[src/rtl/phase_shifter_ctrl.sv]
// phase_shifter_ctrl
//
// Sequencing controller for the 1.28 GHz phase-shifter macro, running in the 40 MHz
// slow-control domain. It brings up the triple-redundant DLL (cap reset + force-down,
// then acquire), declares lock from the voted late flags, and walks the 8-bit phase
// select toward a requested value one LSB per step with a settle gap, so the macro's
// output clocks never glitch.
//
// Ports
//   clk40, rstn                   control clock, async active-low reset
//   enable                        level: 1 runs the DLL, 0 returns to IDLE
//   relock                        pulse: restart bring-up from any non-IDLE state
//   cpCurrentCfg[3:0]             charge-pump current, latched when leaving IDLE
//   dllLateA/B/C                  async late flags from the three DLL replicas
//   phaseReq[7:0], phaseReqValid  phase request {coarse[4:0], fine[2:0]}
//   phaseReqReady                 request accepted when valid && ready
//   s[7:0]                        phase select to the macro
//   dllEnableA/B/C, dllCapResetA/B/C, dllForceDown, dllChargePumpCurrent[3:0]
//                                 DLL configuration pins
//   dllLocked                     lock status
//   lockFailCnt[3:0]              acquire timeouts that forced a cap reset, saturating

module phase_shifter_ctrl #(
  parameter int unsigned CAP_RESET_CYCLES = 16,
  parameter int unsigned LOCK_WINDOW      = 64,
  parameter int unsigned LOCK_TOGGLES     = 4,
  parameter int unsigned MAX_TRIES        = 4,
  parameter int unsigned SETTLE_CYCLES    = 4
) (
  input  logic       clk40,
  input  logic       rstn,
  input  logic       enable,
  input  logic       relock,
  input  logic [3:0] cpCurrentCfg,
  input  logic       dllLateA,
  input  logic       dllLateB,
  input  logic       dllLateC,
  input  logic [7:0] phaseReq,
  input  logic       phaseReqValid,
  output logic       phaseReqReady,
  output logic [7:0] s,
  output logic       dllEnableA,
  output logic       dllEnableB,
  output logic       dllEnableC,
  output logic       dllCapResetA,
  output logic       dllCapResetB,
  output logic       dllCapResetC,
  output logic       dllForceDown,
  output logic [3:0] dllChargePumpCurrent,
  output logic       dllLocked,
  output logic [3:0] lockFailCnt
);

  localparam int unsigned CapW = $clog2(CAP_RESET_CYCLES + 1);
  localparam int unsigned WinW = $clog2(LOCK_WINDOW + 1);
  localparam int unsigned TogW = $clog2(LOCK_TOGGLES + 1);
  localparam int unsigned TryW = $clog2(MAX_TRIES + 1);
  localparam int unsigned SetW = $clog2(SETTLE_CYCLES + 1);

  localparam logic [CapW-1:0] CapLast = CapW'(CAP_RESET_CYCLES - 1);
  localparam logic [WinW-1:0] WinLast = WinW'(LOCK_WINDOW - 1);
  localparam logic [TogW-1:0] TogLast = TogW'(LOCK_TOGGLES - 1);
  localparam logic [TryW-1:0] TryLast = TryW'(MAX_TRIES - 1);
  localparam logic [SetW-1:0] SetLast = SetW'(SETTLE_CYCLES - 1);

  typedef enum logic [2:0] {
    StIdle,
    StCapRst,
    StAcquire,
    StLocked,
    StStep,
    StSettle
  } state_e;

  state_e          state_q;
  logic [2:0]      meta_q, sync_q;
  logic            late, late_d_q, toggle;
  logic [CapW-1:0] cap_cnt_q;
  logic [WinW-1:0] win_cnt_q, quiet_cnt_q;
  logic [TogW-1:0] tog_cnt_q;
  logic [TryW-1:0] try_cnt_q;
  logic [SetW-1:0] settle_cnt_q;
  logic [7:0]      target_q, s_q;
  logic            dll_en_q, cap_reset_q, force_down_q, locked_q, ready_q;
  logic [3:0]      cp_current_q, fail_cnt_q;

  logic            monitoring, lock_lost, acq_lock, acq_fail, relock_hit, handshake;

  // Per-replica 2-flop synchronizers, then a 2-of-3 vote.
  always_ff @(posedge clk40 or negedge rstn) begin
    if (!rstn) begin
      meta_q   <= '0;
      sync_q   <= '0;
      late_d_q <= 1'b0;
    end else begin
      meta_q   <= {dllLateC, dllLateB, dllLateA};
      sync_q   <= meta_q;
      late_d_q <= late;
    end
  end

  assign late   = (sync_q[0] & sync_q[1]) | (sync_q[0] & sync_q[2]) | (sync_q[1] & sync_q[2]);
  assign toggle = late ^ late_d_q;

  // Lock monitor spans LOCKED, STEP and SETTLE: LOCK_WINDOW consecutive quiet cycles lose lock.
  assign monitoring = (state_q == StLocked) || (state_q == StStep) || (state_q == StSettle);
  assign lock_lost  = monitoring && !toggle && (quiet_cnt_q == WinLast);
  assign acq_lock   = (state_q == StAcquire) && toggle && (tog_cnt_q == TogLast);
  assign acq_fail   = (state_q == StAcquire) && !acq_lock && (win_cnt_q == WinLast) &&
                      (try_cnt_q == TryLast);
  assign relock_hit = relock && (state_q != StIdle);
  assign handshake  = (state_q == StLocked) && phaseReqValid && ready_q;

  always_ff @(posedge clk40 or negedge rstn) begin
    if (!rstn) begin
      state_q      <= StIdle;
      cap_cnt_q    <= '0;
      win_cnt_q    <= '0;
      quiet_cnt_q  <= '0;
      tog_cnt_q    <= '0;
      try_cnt_q    <= '0;
      settle_cnt_q <= '0;
      target_q     <= '0;
      s_q          <= '0;
      dll_en_q     <= 1'b0;
      cap_reset_q  <= 1'b1;
      force_down_q <= 1'b0;
      locked_q     <= 1'b0;
      ready_q      <= 1'b0;
      cp_current_q <= '0;
      fail_cnt_q   <= '0;
    end else if (!enable) begin
      // s is deliberately left alone so the macro keeps its last phase.
      state_q      <= StIdle;
      dll_en_q     <= 1'b0;
      cap_reset_q  <= 1'b1;
      force_down_q <= 1'b0;
      locked_q     <= 1'b0;
      ready_q      <= 1'b0;
    end else if ((state_q == StIdle) || relock_hit || acq_fail || lock_lost) begin
      if (state_q == StIdle) begin
        cp_current_q <= cpCurrentCfg;
      end
      if (acq_fail && !relock_hit && fail_cnt_q != 4'hf) begin
        fail_cnt_q <= fail_cnt_q + 4'd1;
      end
      state_q      <= StCapRst;
      cap_cnt_q    <= '0;
      dll_en_q     <= 1'b1;
      cap_reset_q  <= 1'b1;
      force_down_q <= 1'b1;
      locked_q     <= 1'b0;
      ready_q      <= 1'b0;
    end else begin
      if (monitoring) begin
        quiet_cnt_q <= toggle ? '0 : quiet_cnt_q + 1'b1;
      end
      unique case (state_q)
        StCapRst: begin
          if (cap_cnt_q == CapLast) begin
            state_q      <= StAcquire;
            cap_reset_q  <= 1'b0;
            force_down_q <= 1'b0;
            win_cnt_q    <= '0;
            tog_cnt_q    <= '0;
            try_cnt_q    <= '0;
          end else begin
            cap_cnt_q <= cap_cnt_q + 1'b1;
          end
        end
        StAcquire: begin
          if (acq_lock) begin
            state_q     <= StLocked;
            locked_q    <= 1'b1;
            ready_q     <= 1'b1;
            quiet_cnt_q <= '0;
          end else if (win_cnt_q == WinLast) begin
            // Short window: start a fresh one (acq_fail handled the last try above).
            win_cnt_q <= '0;
            tog_cnt_q <= '0;
            try_cnt_q <= try_cnt_q + 1'b1;
          end else begin
            win_cnt_q <= win_cnt_q + 1'b1;
            if (toggle) begin
              tog_cnt_q <= tog_cnt_q + 1'b1;
            end
          end
        end
        StLocked: begin
          if (handshake) begin
            target_q <= phaseReq;
            if (phaseReq != s_q) begin
              state_q <= StStep;
              ready_q <= 1'b0;
            end
          end
        end
        StStep: begin
          if (target_q > s_q) begin
            s_q <= s_q + 8'd1;
          end else if (target_q < s_q) begin
            s_q <= s_q - 8'd1;
          end
          state_q      <= StSettle;
          settle_cnt_q <= '0;
        end
        StSettle: begin
          if (settle_cnt_q == SetLast) begin
            if (s_q != target_q) begin
              state_q <= StStep;
            end else begin
              state_q <= StLocked;
              ready_q <= 1'b1;
            end
          end else begin
            settle_cnt_q <= settle_cnt_q + 1'b1;
          end
        end
        default: state_q <= StIdle;
      endcase
    end
  end

  assign phaseReqReady        = ready_q;
  assign s                    = s_q;
  assign dllEnableA           = dll_en_q;
  assign dllEnableB           = dll_en_q;
  assign dllEnableC           = dll_en_q;
  assign dllCapResetA         = cap_reset_q;
  assign dllCapResetB         = cap_reset_q;
  assign dllCapResetC         = cap_reset_q;
  assign dllForceDown         = force_down_q;
  assign dllChargePumpCurrent = cp_current_q;
  assign dllLocked            = locked_q;
  assign lockFailCnt          = fail_cnt_q;

endmodule

[config.mk]
export PLATFORM = sky130hd
export DESIGN_NAME = phase_shifter_ctrl
export DESIGN_NICKNAME = d
export VERILOG_FILES = /design/src/rtl/phase_shifter_ctrl.sv
export SDC_FILE = /design/constraint.sdc
export NUM_CORES = 1
export LEC_CHECK = 0
export CORE_ASPECT_RATIO = 1.75
export CORE_MARGIN = 2
export CORE_UTILIZATION = 45
export DETAILED_ROUTE_END_ITERATION = 8
export PLACE_DENSITY = 0.76
export SLEW_MARGIN = 20
export SYNTH_ARGS = -nofsm -noshare
export SYNTH_HDL_FRONTEND = slang
export SYNTH_SLANG_ARGS = --single-unit
[constraint.sdc]
create_clock -name clk40 -period 3.8 [get_ports clk40]
set_clock_uncertainty 0.2 [all_clocks]
set_input_delay 0.38 -clock clk40 [delete_from_list [all_inputs] [get_ports clk40]]
set_output_delay 0.38 -clock clk40 [all_outputs]
set_load 0.005 [all_outputs]
==> flow_metrics.tcl, run 1 <==
set metrics [dict create \
    rsz0062_at_grt "false" \
    cts-root-buf "clkbuf_16" \
    min_from "meta_q[2]" \
    cp_cell_sequence "inv_1 > ha_1 > nor2b_1 > o211ai_1 > a21oi_1 > o21ai_0 > ha_1 > a21o_1 > a211oi_1 > o21ai_0 > o211ai_1 > xor2_1 > nor2_1 > xnor2_1" \
    gp_congestion 0.901 \
    finalCritPeriodShare 0.845 \
    sw_frac_of_total 0.227 \
    postCtsSetupRepairBufs 0 \
    grt_pass1_vias 3156 \
    clock-sinks 67 \
    r2r_start "s[1]" \
    synthTopCellsByCount "dfrtp_1 (66), nand2_1 (31), nor2_1 (27), ha_1 (26), o21ai_0 (21)" \
    min_path_type "reg -> reg" \
    cts.clk_slew.worst_paths_ps 60 \
    setup_viol 0 \
    synth.avg_cell_area_um2 10.0 \
    grt_first_pass_wirelength_um 14700 \
    p_leak_nw 2.01 \
    synth_top_area_frac 0.440 \
    ys_types 63 \
    nets 469 \
    ant_nets 0 \
    p_seq_frac 0.420 \
    synth_nets 421 \
    drc_errors 0 \
    slowest_stage "dfrtp_1" \
    pwr-share-comb 0.070 \
    seq_area_um2 1680 \
    antenna_found_initial 0 \
    yosysMostFrequentCell "dfrtp_1" \
    port_buffers 44 \
    fin_tns_setup_ps 0 \
    insertion_delay_ps 340 \
    cap_violations 0 \
    async_flop_share 1.00 \
    powerDensity_nw_per_um2 386 \
    grt_max_degree 48 \
    areaGrowthSynthToFinish_pct 22.5 \
    post-route-min-period_ps 3210 \
    wirelength_um 8510 \
    hold_viol_final 0 \
    internal-power_mw 1.37 \
    p_sw_uw 402 \
    die_w_um 73.0 \
    num_vias 3040 \
    end_kind "flip-flop" \
    synth_area_leaders "dfrtp_1 (44%), ha_1 (8.7%), mux2_1 (3.3%), xor2_1 (3.3%), nand2_1 (3.1%)" \
    worst_pin_slew_ps 607 \
    drt-initial-drc-count 205 \
    nFillCells 718 \
    gr-total-overflow 0 \
    synth_area_um2 3750 \
    r2r_slack_ps 590 \
    synth-edff-count 0 \
    cp_slowest_stage_delay_ps 470 \
    critPathArrivalTime_ps 3240 \
    crit_required_ps 3830 \
    wire_per_inst_um 16.4 \
    peakVddDrop_uv 239 \
    die_y_um 125 \
    grt_usage 0.206 \
    htreeDepth 3 \
    start_util 0.457 \
    core_um2 8200 \
    ys_ff_latch 67 \
    synthCells 374 \
    yosysTopAreaCell "dfrtp_1" \
    clock_tree.buffer_depth 2 \
    maxSlewHeadroom 0.595 \
    cts_buffers 9 \
    min_path_cells 0 \
    hold_buffers 0 \
    cp-start-kind "flip-flop" \
    worstHoldEndpoint "sync_q[2]" \
    multiInputGateArea_um2 1930 \
    timing.fmax_ghz 0.311 \
    ios 45 \
    holdWs_ps 149 \
    yosysWarnings 0 \
    dr.pass1.iters 4 \
    cts_tree "yes" \
    layout_setup_ws_ps 590 \
    crit_type "reg -> reg" \
    ys_seq_area_frac 0.447 \
    die-area_um2 9110 \
    placementRows 44 \
    cp_max_fo 6 \
    rr_worst_depth 14 \
    slew_viol_final 0 \
    outcome "finished clean" \
    dpl.hpwl_um 6480 \
    synthFlopType "dfrtp_1" \
    drive_gt1_frac 0.0937 \
    vias_per_cell 5.86 \
    timing.rr.end "s[7]" \
    diodes 0 \
    power.share.clock 0.510 \
    pre_cts_ws_ps 633 \
    ctsResizeCount 0 \
]
==> flip-flops by register name (all words and copies together), names as in the netlist <==
name	count
try_cnt_q	3
late_d_q	1
dllChargePumpCurrent	4
dllCapResetA	1
quiet_cnt_q	7
tog_cnt_q	3
win_cnt_q	7
phaseReqReady	1
settle_cnt_q	3
state_q	3
dllEnableA	1
sync_q	3
cap_cnt_q	5
meta_q	3
lockFailCnt	4
s	8
dllLocked	1
target_q	8
dllForceDown	1
==> cell type report <==
class	instances	area share
multi-input cells	275	0.420
flip-flops and latches	67	0.365
repair buffers	48	0.102
clock buffers	9	0.0490
well taps	92	0.0251
clock inverters	7	0.0215
inverters	21	0.0172
==> worst max-delay path: cells and delay by family, from the launching register on <==
family,cells,cell delay [ps]
AOI/OAI and AO/OA,7,1280
adders and majority gates,2,580
DFF,1,470
xor gates and xnor gates,2,290
and+or+nand+nor,2,200
buffers and inverters,1,70
==> metal layers <==
metal,wire [um],global-route usage,vias up
li1,-,-,1434
met1,3030,0.217,1524
met2,4900,0.367,57
met3,275,0.0461,25
met4,301,0.108,0
met5,0,0,-
==> worst max path at each step <==
stage	from	endpoint	depth (start not counted)
floorplan	s[1]	s[7]	14
CTS	s[1]	s[7]	14
global route	s[1]	s[7]	14
finish	s[1]	s[7]	14
global placement	s[1]	s[7]	14
detailed placement	s[1]	s[7]	14
==> through the flow <==
| step | util | instances | power (mW) | cell area, um2 |
|---|---|---|---|---|
| floorplan | - | 374 | 0.808 | 3750 |
| global placement | 0.519 | 502 | 0.878 | 4260 |
| detailed placement | 0.519 | 502 | 0.881 | 4260 |
| CTS | 0.559 | 518 | 1.78 | 4580 |
| global route | 0.560 | 519 | 1.82 | 4590 |
| finish | 0.560 | 519 | 1.77 | 4590 |
==> placed cells by master (no fill, tap or decap), types with 8 or more instances in the layout <==
cell type | netlist | routed
nand3_1 | 12 | 12
o21ai_1 | 19 | 19
clkbuf_16 | 0 | 9
o21ai_0 | 21 | 21
nor2_1 | 27 | 27
dfrtp_1 | 66 | 66
ha_1 | 26 | 26
a21oi_1 | 20 | 20
xor2_1 | 14 | 14
nand2_1 | 31 | 31
o31ai_1 | 8 | 8
mux2_1 | 11 | 11
inv_1 | 20 | 20
clkdlybuf4s50_1 | 0 | 43
==> power groups by stage <==
| stage | registers [mW] | logic, mW | clock network (mW) |
|---|---|---|---|
| 2_1_floorplan | 0.754 | 0.0543 | 0 |
| 3_3_place_gp | 0.755 | 0.122 | 0 |
| 3_5_place_dp | 0.756 | 0.124 | 0 |
| 4_1_cts | 0.744 | 0.125 | 0.912 |
| 5_1_grt | 0.746 | 0.136 | 0.940 |
| 6_report | 0.744 | 0.124 | 0.904 |
==> cells by family (layout without fill, tap and decap cells) <==
group | count (synthesis) | count (layout) | synth area share
and+or+nand+nor | 120 | 120 | 0.169
AOI/OAI and AO/OA | 89 | 89 | 0.144
DFF | 67 | 67 | 0.447
buffers and inverters | 32 | 85 | 0.0384
adders and majority gates | 28 | 28 | 0.0958
xor gates and xnor gates | 21 | 21 | 0.0541
muxes | 17 | 17 | 0.0507
Note: power is estimated with default switching activity, not from simulation.
==> inputs of run 2 (changes only) <==
==> constraint.sdc (replaced) <==
create_clock -name clk40 -period 3.1 [get_ports clk40]
set_clock_uncertainty 0.2 [all_clocks]
set_input_delay 0.31 -clock clk40 [delete_from_list [all_inputs] [get_ports clk40]]
set_output_delay 0.31 -clock clk40 [all_outputs]
set_load 0.005 [all_outputs]
==> flow_metrics.tcl, run 2 (same netlist as run 1, synthesis figures left out) <==
set metrics [dict create \
    grt_usage 0.210 \
    worst_pin_slew_ps 634 \
    layout_setup_ws_ps 123 \
    multiInputGateArea_um2 2000 \
    ant_nets 0 \
    gp_congestion 0.886 \
    peakVddDrop_uv 409 \
    powerDensity_nw_per_um2 441 \
    r2r_start "s[4]" \
    vias_per_cell 5.73 \
    crit_type "reg -> reg" \
    start_util 0.457 \
    gr-total-overflow 0 \
    dr.pass1.iters 4 \
    clock_tree.buffer_depth 2 \
    nFillCells 669 \
    wirelength_um 8740 \
    min_path_cells 0 \
    timing.fmax_ghz 0.336 \
    final_cell_mix "dfrtp_1 (66), clkdlybuf4s50_1 (43), nand2_1 (31), nor2_1 (27), ha_1 (23)" \
    drive_gt1_frac 0.133 \
    min_from "meta_q[1]" \
    timing.rr.end "s[7]" \
    cp-start-kind "flip-flop" \
    hold_viol_final 0 \
    maxSlewHeadroom 0.576 \
    cts_buffers 9 \
    critPathArrivalTime_ps 3000 \
    outcome "finished clean" \
    setup_viol 0 \
    wire_per_inst_um 16.5 \
    p_total_mw 2.08 \
    die-area_um2 9110 \
    grt_pass1_vias 3166 \
    cts_tree "yes" \
    slew_viol_final 0 \
    rr_worst_depth 13 \
    placed_cell_area_um2 4330 \
    post-route-min-period_ps 2980 \
    worstHoldEndpoint "sync_q[1]" \
    nets 479 \
    drt-initial-drc-count 193 \
    grt_max_degree 29 \
    ios 45 \
    cp_max_fo 5 \
    design_area_um2 4710 \
    end_kind "flip-flop" \
    cap_violations 0 \
    pre_cts_ws_ps 13.6 \
    insertion_delay_ps 340 \
    core_um2 8200 \
    r2r_slack_ps 120 \
    grt_first_pass_wirelength_um 14700 \
    crit_required_ps 3130 \
    die_y_um 125 \
    areaGrowthSynthToFinish_pct 25.6 \
    drc_errors 0 \
    finalCritPeriodShare 0.960 \
    htreeDepth 3 \
    port_buffers 44 \
    placementRows 44 \
    cts.clk_slew.worst_paths_ps 60 \
    final_common_cell "dfrtp_1" \
    antenna_found_initial 0 \
    clock-sinks 67 \
    die_w_um 73.0 \
    num_vias 3030 \
    p_leak_nw 2.05 \
    diodes 0 \
    fin_tns_setup_ps 0 \
    holdWs_ps 148 \
    seq_area_um2 1680 \
    cts-root-buf "clkbuf_16" \
    min_path_type "reg -> reg" \
    dpl.hpwl_um 6570 \
]
[run 2: cell types whose count changed in the layout (fill, tap and decap cells not counted), sizes merged]
cell / delta
clkbuf: +2
bufinv: -1
clkinv: +1
inv: -1
clkinvlp: -1
buf: +10
[run 2: timing repair]
action	4_1_cts	5_1_grt
hold endpoints to repair	25	0
setup buffers	0	1
hold buffers	1	0
endpoints found under the setup margin	0	2
gates resized for setup	0	15
[run 2: how the worst max path moves through the flow]
stage | start | end | slack, ps | cells after the start
2_1_floorplan | s[1] | s[7] | 40 | 14
5_1_grt | s[4] | s[7] | -70 | 12
3_5_place_dp | s[7] | s[7] | 10 | 13
3_3_place_gp | s[7] | s[7] | 110 | 13
6_report | s[4] | s[7] | 120 | 13
4_1_cts | s[7] | s[7] | 6 | 13
[run 2: layer usage]
layer  vias up  wire, um  track usage
li1       1446         -            -
met1      1503      3100        0.210
met2        63      5100        0.387
met3        18       285       0.0445
met4         0       256        0.102
met5         -         0            0
[run 2: power breakdown]
group          switching (mW)  total, mW  internal, mW  leakage [nW]
logic                  0.0762      0.153        0.0772          1.03
clock network           0.384       1.01         0.626         0.144
registers              0.0175      0.912         0.895         0.879
[run 2: critical path, cell delays in order (launching register included)]
cell	delay [ps]
dfrtp_1	470
inv_1	80
ha_1	280
nand4_1	160
or2_4	320
o21ai_2	80
ha_1	260
a21o_1	200
a211oi_4	230
o21ai_1	90
o211ai_1	120
xor2_1	180
nor2_1	70
xnor2_1	130
[run 2: per-stage QoR]
| stage | util | instances |
|---|---|---|
| 6_report | 0.574 | 529 |
| 5_1_grt | 0.574 | 529 |
| 4_1_cts | 0.565 | 528 |
| 3_5_place_dp | 0.528 | 511 |
| 3_3_place_gp | 0.528 | 511 |
| 2_1_floorplan | - | 374 |
[run 2: final cells by class]
class	count	share of cell area
Timing Repair Buffer	58	0.116
Clock inverter	5	0.0130
Tap cell	92	0.0244
Sequential cell	67	0.356
Multi-Input combinational cell	275	0.424
Inverter	21	0.0167
Clock buffer	11	0.0494
